$ cat config.mk
export PLATFORM = sky130hd
export DESIGN_NAME = pixel_dispatcher
export DESIGN_NICKNAME = d
export VERILOG_FILES = /design/src/rtl/pixel_dispatcher.sv
export SDC_FILE = /design/constraint.sdc
export NUM_CORES = 1
export LEC_CHECK = 0
export ABC_AREA = 1
export CORE_UTILIZATION = 44
export CTS_BUF_LIST = sky130_fd_sc_hd__clkbuf_8
export DETAILED_ROUTE_END_ITERATION = 12
export GPL_ROUTABILITY_DRIVEN = 1
export PLACE_DENSITY = 0.76
export SLEW_MARGIN = 30
export SYNTH_ARGS = -nofsm -noshare
export SYNTH_HDL_FRONTEND = slang
export SYNTH_SLANG_ARGS = --single-unit
$ cat constraint.sdc
create_clock -name aclk -period 3 [get_ports aclk]
set_clock_uncertainty 0.1 [all_clocks]
set_input_delay 0.3 -clock aclk [delete_from_list [all_inputs] [get_ports aclk]]
set_output_delay 0.3 -clock aclk [all_outputs]
set_load 0.02 [all_outputs]
$ cat src/rtl/pixel_dispatcher.sv
// Raster-order pixel coordinate dispatcher: hands (x, y) to the compute cores in strict round-robin.
// All outputs are registered; next-cycle values are computed from the current state registers.
module pixel_dispatcher #(
  parameter int MAX_CORES = 2,
  parameter int COORD_W   = 13
) (
  input  logic                 aclk,
  input  logic                 aresetn,
  input  logic                 start,
  input  logic [COORD_W-1:0]   image_width,
  input  logic [COORD_W-1:0]   image_height,
  input  logic [2:0]           no_of_extra_cores,
  input  logic [MAX_CORES-1:0] core_ready,
  output logic [MAX_CORES-1:0] core_valid,
  output logic [COORD_W-1:0]   x_out,
  output logic [COORD_W-1:0]   y_out,
  output logic                 sof_out,
  output logic                 eol_out,
  output logic                 busy,
  output logic                 frame_done
);

  localparam int SEL_W = (MAX_CORES > 1) ? $clog2(MAX_CORES) : 1;

  localparam logic [1:0] ST_IDLE     = 2'd0;
  localparam logic [1:0] ST_DISPATCH = 2'd1;
  localparam logic [1:0] ST_DONE     = 2'd2;

  localparam logic [COORD_W-1:0]   ONE_C        = COORD_W'(1);
  localparam logic [COORD_W-1:0]   ZERO_C       = '0;
  localparam logic [MAX_CORES-1:0] CORE0_ONEHOT = MAX_CORES'(1);
  localparam logic [MAX_CORES-1:0] NO_CORE      = '0;
  localparam logic [31:0]          MAX_EXTRA    = 32'(MAX_CORES - 1);
  localparam logic [SEL_W-1:0]     SEL_ZERO     = '0;
  localparam logic [SEL_W-1:0]     SEL_ONE      = SEL_W'(1);

  logic [1:0]           state_r;
  logic [COORD_W-1:0]   x_r;
  logic [COORD_W-1:0]   y_r;
  logic [SEL_W-1:0]     sel_r;
  logic [COORD_W-1:0]   width_r;
  logic [COORD_W-1:0]   height_r;
  logic [SEL_W-1:0]     ncm1_r;
  logic [MAX_CORES-1:0] core_valid_r;
  logic                 sof_r;
  logic                 eol_r;
  logic                 busy_r;
  logic                 frame_done_r;

  logic [1:0]           state_nxt_s;
  logic [COORD_W-1:0]   x_nxt_s;
  logic [COORD_W-1:0]   y_nxt_s;
  logic [SEL_W-1:0]     sel_nxt_s;
  logic [COORD_W-1:0]   width_nxt_s;
  logic [COORD_W-1:0]   height_nxt_s;
  logic [SEL_W-1:0]     ncm1_nxt_s;
  logic [SEL_W-1:0]     ncm1_clamp_s;
  logic                 hs_s;
  logic                 last_col_s;
  logic                 last_row_s;
  logic                 last_sel_s;
  logic                 dispatch_nxt_s;

  // Core count is clamped to the physical ports when the frame is accepted
  assign ncm1_clamp_s = (32'(no_of_extra_cores) > MAX_EXTRA) ? SEL_W'(MAX_EXTRA)
                                                              : SEL_W'(no_of_extra_cores);

  // core_valid_r is one-hot on sel_r only in DISPATCH, so this is the selected-core handshake
  assign hs_s       = |(core_valid_r & core_ready);
  assign last_col_s = (x_r == (width_r - ONE_C));
  assign last_row_s = (y_r == (height_r - ONE_C));
  assign last_sel_s = (sel_r == ncm1_r);

  // Next-state, coordinate walk and round-robin selection
  always_comb begin
    state_nxt_s  = state_r;
    x_nxt_s      = x_r;
    y_nxt_s      = y_r;
    sel_nxt_s    = sel_r;
    width_nxt_s  = width_r;
    height_nxt_s = height_r;
    ncm1_nxt_s   = ncm1_r;
    case (state_r)
      ST_IDLE: begin
        if (start) begin
          if ((image_width != ZERO_C) && (image_height != ZERO_C)) begin
            width_nxt_s  = image_width;
            height_nxt_s = image_height;
            ncm1_nxt_s   = ncm1_clamp_s;
            x_nxt_s      = ZERO_C;
            y_nxt_s      = ZERO_C;
            sel_nxt_s    = SEL_ZERO;
            state_nxt_s  = ST_DISPATCH;
          end else begin
            state_nxt_s  = ST_DONE;
          end
        end else begin
          state_nxt_s = ST_IDLE;
        end
      end
      ST_DISPATCH: begin
        if (hs_s) begin
          sel_nxt_s = last_sel_s ? SEL_ZERO : (sel_r + SEL_ONE);
          // The final pixel leaves x/y in place so the outputs hold it afterwards
          if (last_col_s && last_row_s) begin
            state_nxt_s = ST_DONE;
          end else if (last_col_s) begin
            x_nxt_s = ZERO_C;
            y_nxt_s = y_r + ONE_C;
          end else begin
            x_nxt_s = x_r + ONE_C;
          end
        end else begin
          state_nxt_s = ST_DISPATCH;
        end
      end
      ST_DONE: begin
        state_nxt_s = ST_IDLE;
      end
      default: begin
        state_nxt_s = ST_IDLE;
      end
    endcase
  end

  assign dispatch_nxt_s = (state_nxt_s == ST_DISPATCH);

  // State, configuration and registered output flags
  always_ff @(posedge aclk) begin
    if (aresetn) begin
      state_r      <= ST_IDLE;
      x_r          <= ZERO_C;
      y_r          <= ZERO_C;
      sel_r        <= SEL_ZERO;
      width_r      <= ZERO_C;
      height_r     <= ZERO_C;
      ncm1_r       <= SEL_ZERO;
      core_valid_r <= NO_CORE;
      sof_r        <= 1'b0;
      eol_r        <= 1'b0;
      busy_r       <= 1'b0;
      frame_done_r <= 1'b0;
    end else begin
      state_r      <= state_nxt_s;
      x_r          <= x_nxt_s;
      y_r          <= y_nxt_s;
      sel_r        <= sel_nxt_s;
      width_r      <= width_nxt_s;
      height_r     <= height_nxt_s;
      ncm1_r       <= ncm1_nxt_s;
      core_valid_r <= dispatch_nxt_s ? (CORE0_ONEHOT << sel_nxt_s) : NO_CORE;
      sof_r        <= dispatch_nxt_s && (x_nxt_s == ZERO_C) && (y_nxt_s == ZERO_C);
      eol_r        <= dispatch_nxt_s && (x_nxt_s == (width_nxt_s - ONE_C));
      busy_r       <= (state_nxt_s != ST_IDLE);
      frame_done_r <= (state_nxt_s == ST_DONE);
    end
  end

  assign core_valid = core_valid_r;
  assign x_out      = x_r;
  assign y_out      = y_r;
  assign sof_out    = sof_r;
  assign eol_out    = eol_r;
  assign busy       = busy_r;
  assign frame_done = frame_done_r;

endmodule

---- Word-level counts from Yosys, hierarchy flattened ----
Cells that the tools add are included.
storage, ports and cells
  register bits after elaboration ......... 62
  bits of input ports ..................... 34
  output and inout bits ................... 32
  logic and storage cells ................. 69
operators by class
  add/subtract/negate cells ............... 6
  magnitude comparators ................... 1
  equal/unequal tests ..................... 7
  shift-type cells ........................ 1
  muxes and demuxes ....................... 26
  bitwise gates (word level) .............. 2
  reduce and logical (&&, ||, !) cells .... 14
operators with widths
  cell                                                                   number
  13-bit 2-to-1 mux                                                      13
  13-bit case mux with 2 select lines                                    2
  13-bit == test                                                         3
  13-bit by 1-bit subtractor with 13-bit output (second input constant)  3
  13-bit by 1-bit adder with 13-bit output (second input constant)       2
  13-bit logical NOT                                                     2
  13-bit nonzero test                                                    2
  2-bit 2-to-1 mux                                                       4
  1-bit logical AND                                                      5
  1-bit 2-to-1 mux                                                       5
  2-bit by 1-bit == test with 1-bit output (second input constant)       2
  2-bit case mux with 2 select lines                                     1
  2-bit OR reduction                                                     2
  3-bit by 1-bit > comparator with 1-bit output (second input constant)  1
  3-bit AND reduction                                                    1
  2-bit bitwise AND                                                      1
  2-bit == test (second input constant)                                  1
  2-bit logical NOT                                                      1
  1-bit case mux with 2 select lines                                     1
  2-bit nonzero test                                                     1
  1-bit by 1-bit left shift with 2-bit output (first input constant)     1
  1-bit adder (second input constant)                                    1
  1-bit == test                                                          1
  1-bit inverter                                                         1

---- Logic depth before layout (Yosys ltp) ----
  word-level depth ........................ 9
  gate-level depth with buffers ........... 24
  gate-level depth less buffers ........... 24

---- Worst setup path before layout ----
Ideal clock, no wire load.
  path kind ............................... register to register
  from .................................... reg state_r[1]
  to ...................................... reg eol_r (netlist: eol_out)
  library setup time ...................... 0.073 ns
  data arrival time ....................... 2.281 ns
  data required time ...................... 2.827 ns
  setup slack ............................. 0.546 ns
  cell stages (with the launch flop) ...... 19
  path buffers ............................ 1
  period minus slack after synthesis ...... 2.454 ns
  path through ............................ dfxtp_1 nor2_2 inv_1 nor2_4 nand3_4 buf_6 o21ai_2 ha_1 nand3_1 nor2_2 xnor2_1 inv_1 nand2_1 nand2_1 nor2_1 nand2_1 nor2_1 nand2_1 nor3_2
on the way
  longest elaborated chain between the ends .. 5
  elaborated cells between the ends (all ways) .. 11
  those cells by class .................... 1 x add/sub; 3 x eq/ne; 5 x mux; 2 x reduce/logical
RTL lines
  element                                                                                              RTL line  source
  start, declared                                                                                      37        logic [1:0] state_r;
  start signal, assigned                                                                               144       state_r <= state_nxt_s;
  2-bit logical NOT or 2-bit 2-to-1 mux (tied branches)                                                83, 105
  13-bit 2-to-1 mux or 2-bit 2-to-1 mux (tied branches)                                                83, 102
  13-bit by 1-bit subtractor with 13-bit output or 2-bit case mux with 2 select lines (tied branches)  153, 83
  13-bit == test or 2-bit by 1-bit == test with 1-bit output (tied branches)                           153, 126
  1-bit logical AND (*)                                                                                153       eol_r <= dispatch_nxt_s && (x_nxt_s == (width_nxt_s - ONE_C));
  end signal, assigned                                                                                 153
  end, declared                                                                                        46        logic eol_r;
Every way passes the cells marked *; elsewhere a longest branch is shown, timed or not.
A chain may end at the register's enable or synchronous reset.

---- Final worst setup path ----
  from .................................... reg width_r[0]
  to ...................................... reg eol_r (netlist: eol_out)
on the way
  longest elaborated chain between the ends .. 8
  elaborated cells between the ends (all ways) .. 17
  those cells by class .................... 2 x add/sub; 3 x eq/ne; 10 x mux; 2 x reduce/logical
RTL lines
  element                                                                                    RTL line  source
  start, declared                                                                            41        logic [COORD_W-1:0] width_r;
  start signal, assigned                                                                     148       width_r <= width_nxt_s;
  13-bit by 1-bit subtractor with 13-bit output                                              70        assign last_col_s = (x_r == (width_r - ONE_C));
  13-bit == test                                                                             70
  13-bit 2-to-1 mux or 1-bit logical AND (tied branches)                                     107, 105
  13-bit 2-to-1 mux or 2-bit 2-to-1 mux (tied branches)                                      105       if (last_col_s && last_row_s) begin
  13-bit 2-to-1 mux or 2-bit 2-to-1 mux (tied branches)                                      102       if (hs_s) begin
  13-bit case mux with 2 select lines or 2-bit case mux with 2 select lines (tied branches)  83        case (state_r)
  13-bit == test or 2-bit by 1-bit == test with 1-bit output (tied branches)                 153, 126
  1-bit logical AND (*)                                                                      153
Marked as above.

==> key figures <==
Critical path
  – R2R Setup Slk: 0.11 ns
  – Reg2Reg Depth: 23
  – Worst Path Max Fanout: 8
  – Crit path launch type: flip-flop
  – CP Class: reg2reg
  – Crit path DAT: 3.07 ns
  – Reg-to-Reg End: eol_out
  – Reg2reg start: width_r[0]
  – CP Capture Type: flip-flop
  – Worst Path Required: about 3.2 ns
  – CP startpoint: width_r[0]
  – CP Capture Point: eol_out

Die
  – Core ar.: 11000 µm²
  – Chip height: 109 µm
  – Initial core utilization: 46.0%
  – Die Area: between 10000 and 15000 µm²
  – Number of core rows: 38
  – Top Ports: 66
  – Die width: 109 µm

STA
  – F_max: about 350 MHz
  – Max-slew headroom at the worst pin: 66.9%
  – Unrepaired setup endpoints after global routing: yes
  – Worst slew pin tran: 0.493 ns
  – Fin crit period: 2.89 ns
  – Post-route clock period utilization: between 90% and 100%
  – # setup viols final: 0
  – Fin. Hold Viols: 0
  – Max-slew violations: 0

Drt
  – Final ANT Viol Nets: 0
  – Drt via density: 5.12
  – Routed WL: 15.5 mm
  – DRT iter0 DRCs: ~500
  – Via count: 5760
  – WL/cell: 13.8 µm
  – Drc violations: 0
  – First-pass DRT Iterations: 7

Placed design
  – Port bufs: 65
  – DP Cell Count: 1105
  – DP HPWL: 12.0 mm
  – RePlAce Congestion: about 0.92

CTS
  – CTS Buf Count: 9
  – Clock-pin transition on the worst setup and hold timing paths: about 0.080 ns
  – TritonCTS clock tree: built
  – Worst-Skew Late Latency: 0.36 ns
  – Clk sinks: 62
  – Clk buf depth: 2
  – Root buf cell: clkbuf_8
  – H-Tree Depth: 3

Logic synthesis
  – Primary FF master, synth: dfxtp_1
  – Synth top area share: between 20 and 25%
  – Synthesis-stage register bit count: 62
  – Synth warnings: 0
  – Register area share after synthesis: about a quarter
  – Top post-synthesis cells by area: dfxtp_1, nand2_1, inv_1
  – Top cells by count, synth: nand2_1, inv_1, nor2_1
  – Cell count after synthesis: a little under 900
  – Most numerous cell in the Yosys netlist: nand2_1
  – Syn avg cell area: 5.76 µm²
  – Post-synthesis async set-or-reset flop share: 0%
  – Post-synth EDFFs: 0
  – Synthesized area: just over 5000 µm²
  – Yosys top cell by area: dfxtp_1
  – Syn_nets: 919
  – Distinct cells, synth: 41

Cells and area
  – Antenna Cells: 0
  – Layout Area Growth over Synthesis: 28.1%
  – # nets final: 1020
  – Layout Utilization: 58.9%
  – Layout cells sized above 1: 15.3%
  – Post-route non-filler standard cell count: 1125
  – Filler cells: 1111
  – Total area of sequential cells: approximately 1200 µm²
  – Area of the multi-input gates: 3390 µm²

Global routing
  – First-pass GRT wire length: 24.6 mm
  – GRT Util Overall: 26.8%
  – Grt total ovfl: 0
  – Vias in the first global route: 4999
  – Initial antenna violation count: 0
  – Largest net degree at the start of global routing: 44

Power and ir drop
  – Leak pwr: 3.09 nW
  – VDD IR max: 0.000260 V
  – Pwr/cell area: 371 nW/µm²

Hold path
  – Worst min-delay path class: reg2reg

Run status
  – Outcome: finished clean

Flow run
  – Max-Cap Viols: 0
==> registers in the layout, summed over array words and instances (netlist names) <==
name / flops
y_out: 13
frame_done: 1
core_valid: 2
x_out: 13
sof_out: 1
height_r: 13
busy: 1
ncm1_r: 1
sel_r: 1
width_r: 13
eol_out: 1
state_r: 2
==> metrics by stage <==
stage	hold slack, ns	setup slack [ns]	power, W	TNS (ns)	instance area, µm²
detailed placement	0.370	-0.128	0.00163	-0.128	6100
global route	0.415	-0.0591	0.00254	-0.118	6490
global placement	0.365	-0.138	0.00162	-0.138	6100
CTS	0.382	0.113	0.00236	0	6290
floorplan	0.343	0.546	0.00140	0	5070
finish	0.383	0.111	0.00241	0	6490
==> worst max-delay path, cell delays in order, from the launching register on <==
cell      delay [ns]
dfxtp_2         0.36
inv_4           0.06
ha_4            0.26
inv_2           0.03
nand2_1         0.05
nand2_1         0.05
nor2_1          0.10
nand2_1         0.06
nor2_1          0.11
nand3_1         0.13
nor2_4          0.16
nand2_2         0.08
nor2_4          0.23
buf_6           0.16
nand2_8         0.06
nand2_8         0.13
nand2_2         0.06
nand2_2         0.10
nand3b_1        0.11
nand2_2         0.11
nand2_1         0.05
nor2_1          0.08
nand2_1         0.06
nor3_2          0.13
==> report_power, final <==
part	total (W)	switching (W)	internal (W)
Sequential	0.000893	0.0000338	0.000859
Combinational	0.000772	0.000476	0.000296
Clock	0.000741	0.000345	0.000396
Total	0.00241	0.000855	0.00155
==> worst min path at each step <==
stage	startpoint	to	cells past startpoint
floorplan	image_height[12]	height_r[12]	2
global placement	height_r[12]	height_r[12]	2
detailed placement	height_r[12]	height_r[12]	2
CTS	height_r[12]	height_r[12]	2
global route	height_r[12]	height_r[12]	2
finish	height_r[12]	height_r[12]	2
==> timing repair <==
| item | in CTS | in global routing |
|---|---|---|
| setup buffers | 0 | 5 |
| endpoints found under the hold margin | 0 | 0 |
| hold buffers | 0 | 0 |
| endpoints found under the setup margin | 0 | 3 |
| resized for setup | 0 | 47 |
==> area by class of cell <==
class / count / share of cell area [%]
clock buffers: 10 / 2.12
inverters: 136 / 7.90
multi-input cells: 665 / 52.2
well taps: 140 / 2.70
flip-flops and latches: 62 / 19.1
clock inverters: 5 / 0.790
repair buffers: 107 / 15.1
==> kinds of logic after synthesis <==
family / synth area share, %
AO/OA/AOI/OAI: 8.24
buffers and inverters: 11.7
XOR/XNOR: 3.46
adder cells (fa/ha/maj): 1.23
AND/OR/NAND/NOR: 50.9
flip-flops: 24.5
==> per-layer routing <==
| metal | GRT usage [%] | wire, µm | up-vias |
|---|---|---|---|
| met5 | 0 | 0 | - |
| met4 | 8.10 | 258 | 0 |
| li1 | - | - | 2944 |
| met1 | 39.0 | 7340 | 2589 |
| met3 | 4.74 | 1180 | 22 |
| met2 | 40.2 | 6770 | 205 |
==> placed cells by master, fill, tap and decap left out, types with 5 or more instances in the layout <==
master,Yosys,routed
dfxtp_1,62,61
inv_1,120,118
nor2_4,10,14
nand3_1,81,73
clkinv_1,5,5
nor2_1,114,111
o21ai_0,32,30
a21oi_1,25,25
o21ai_1,9,11
clkdlybuf4s50_1,0,65
clkbuf_8,0,10
inv_2,11,13
xor2_1,9,9
nand4_1,14,14
nand3b_1,6,6
nor3_1,5,5
nand2_1,292,277
nor2_2,9,8
xnor2_1,11,11
nand2_2,6,18
buf_4,0,40
nand3_2,8,16
(Power assumes the default switching activity.)
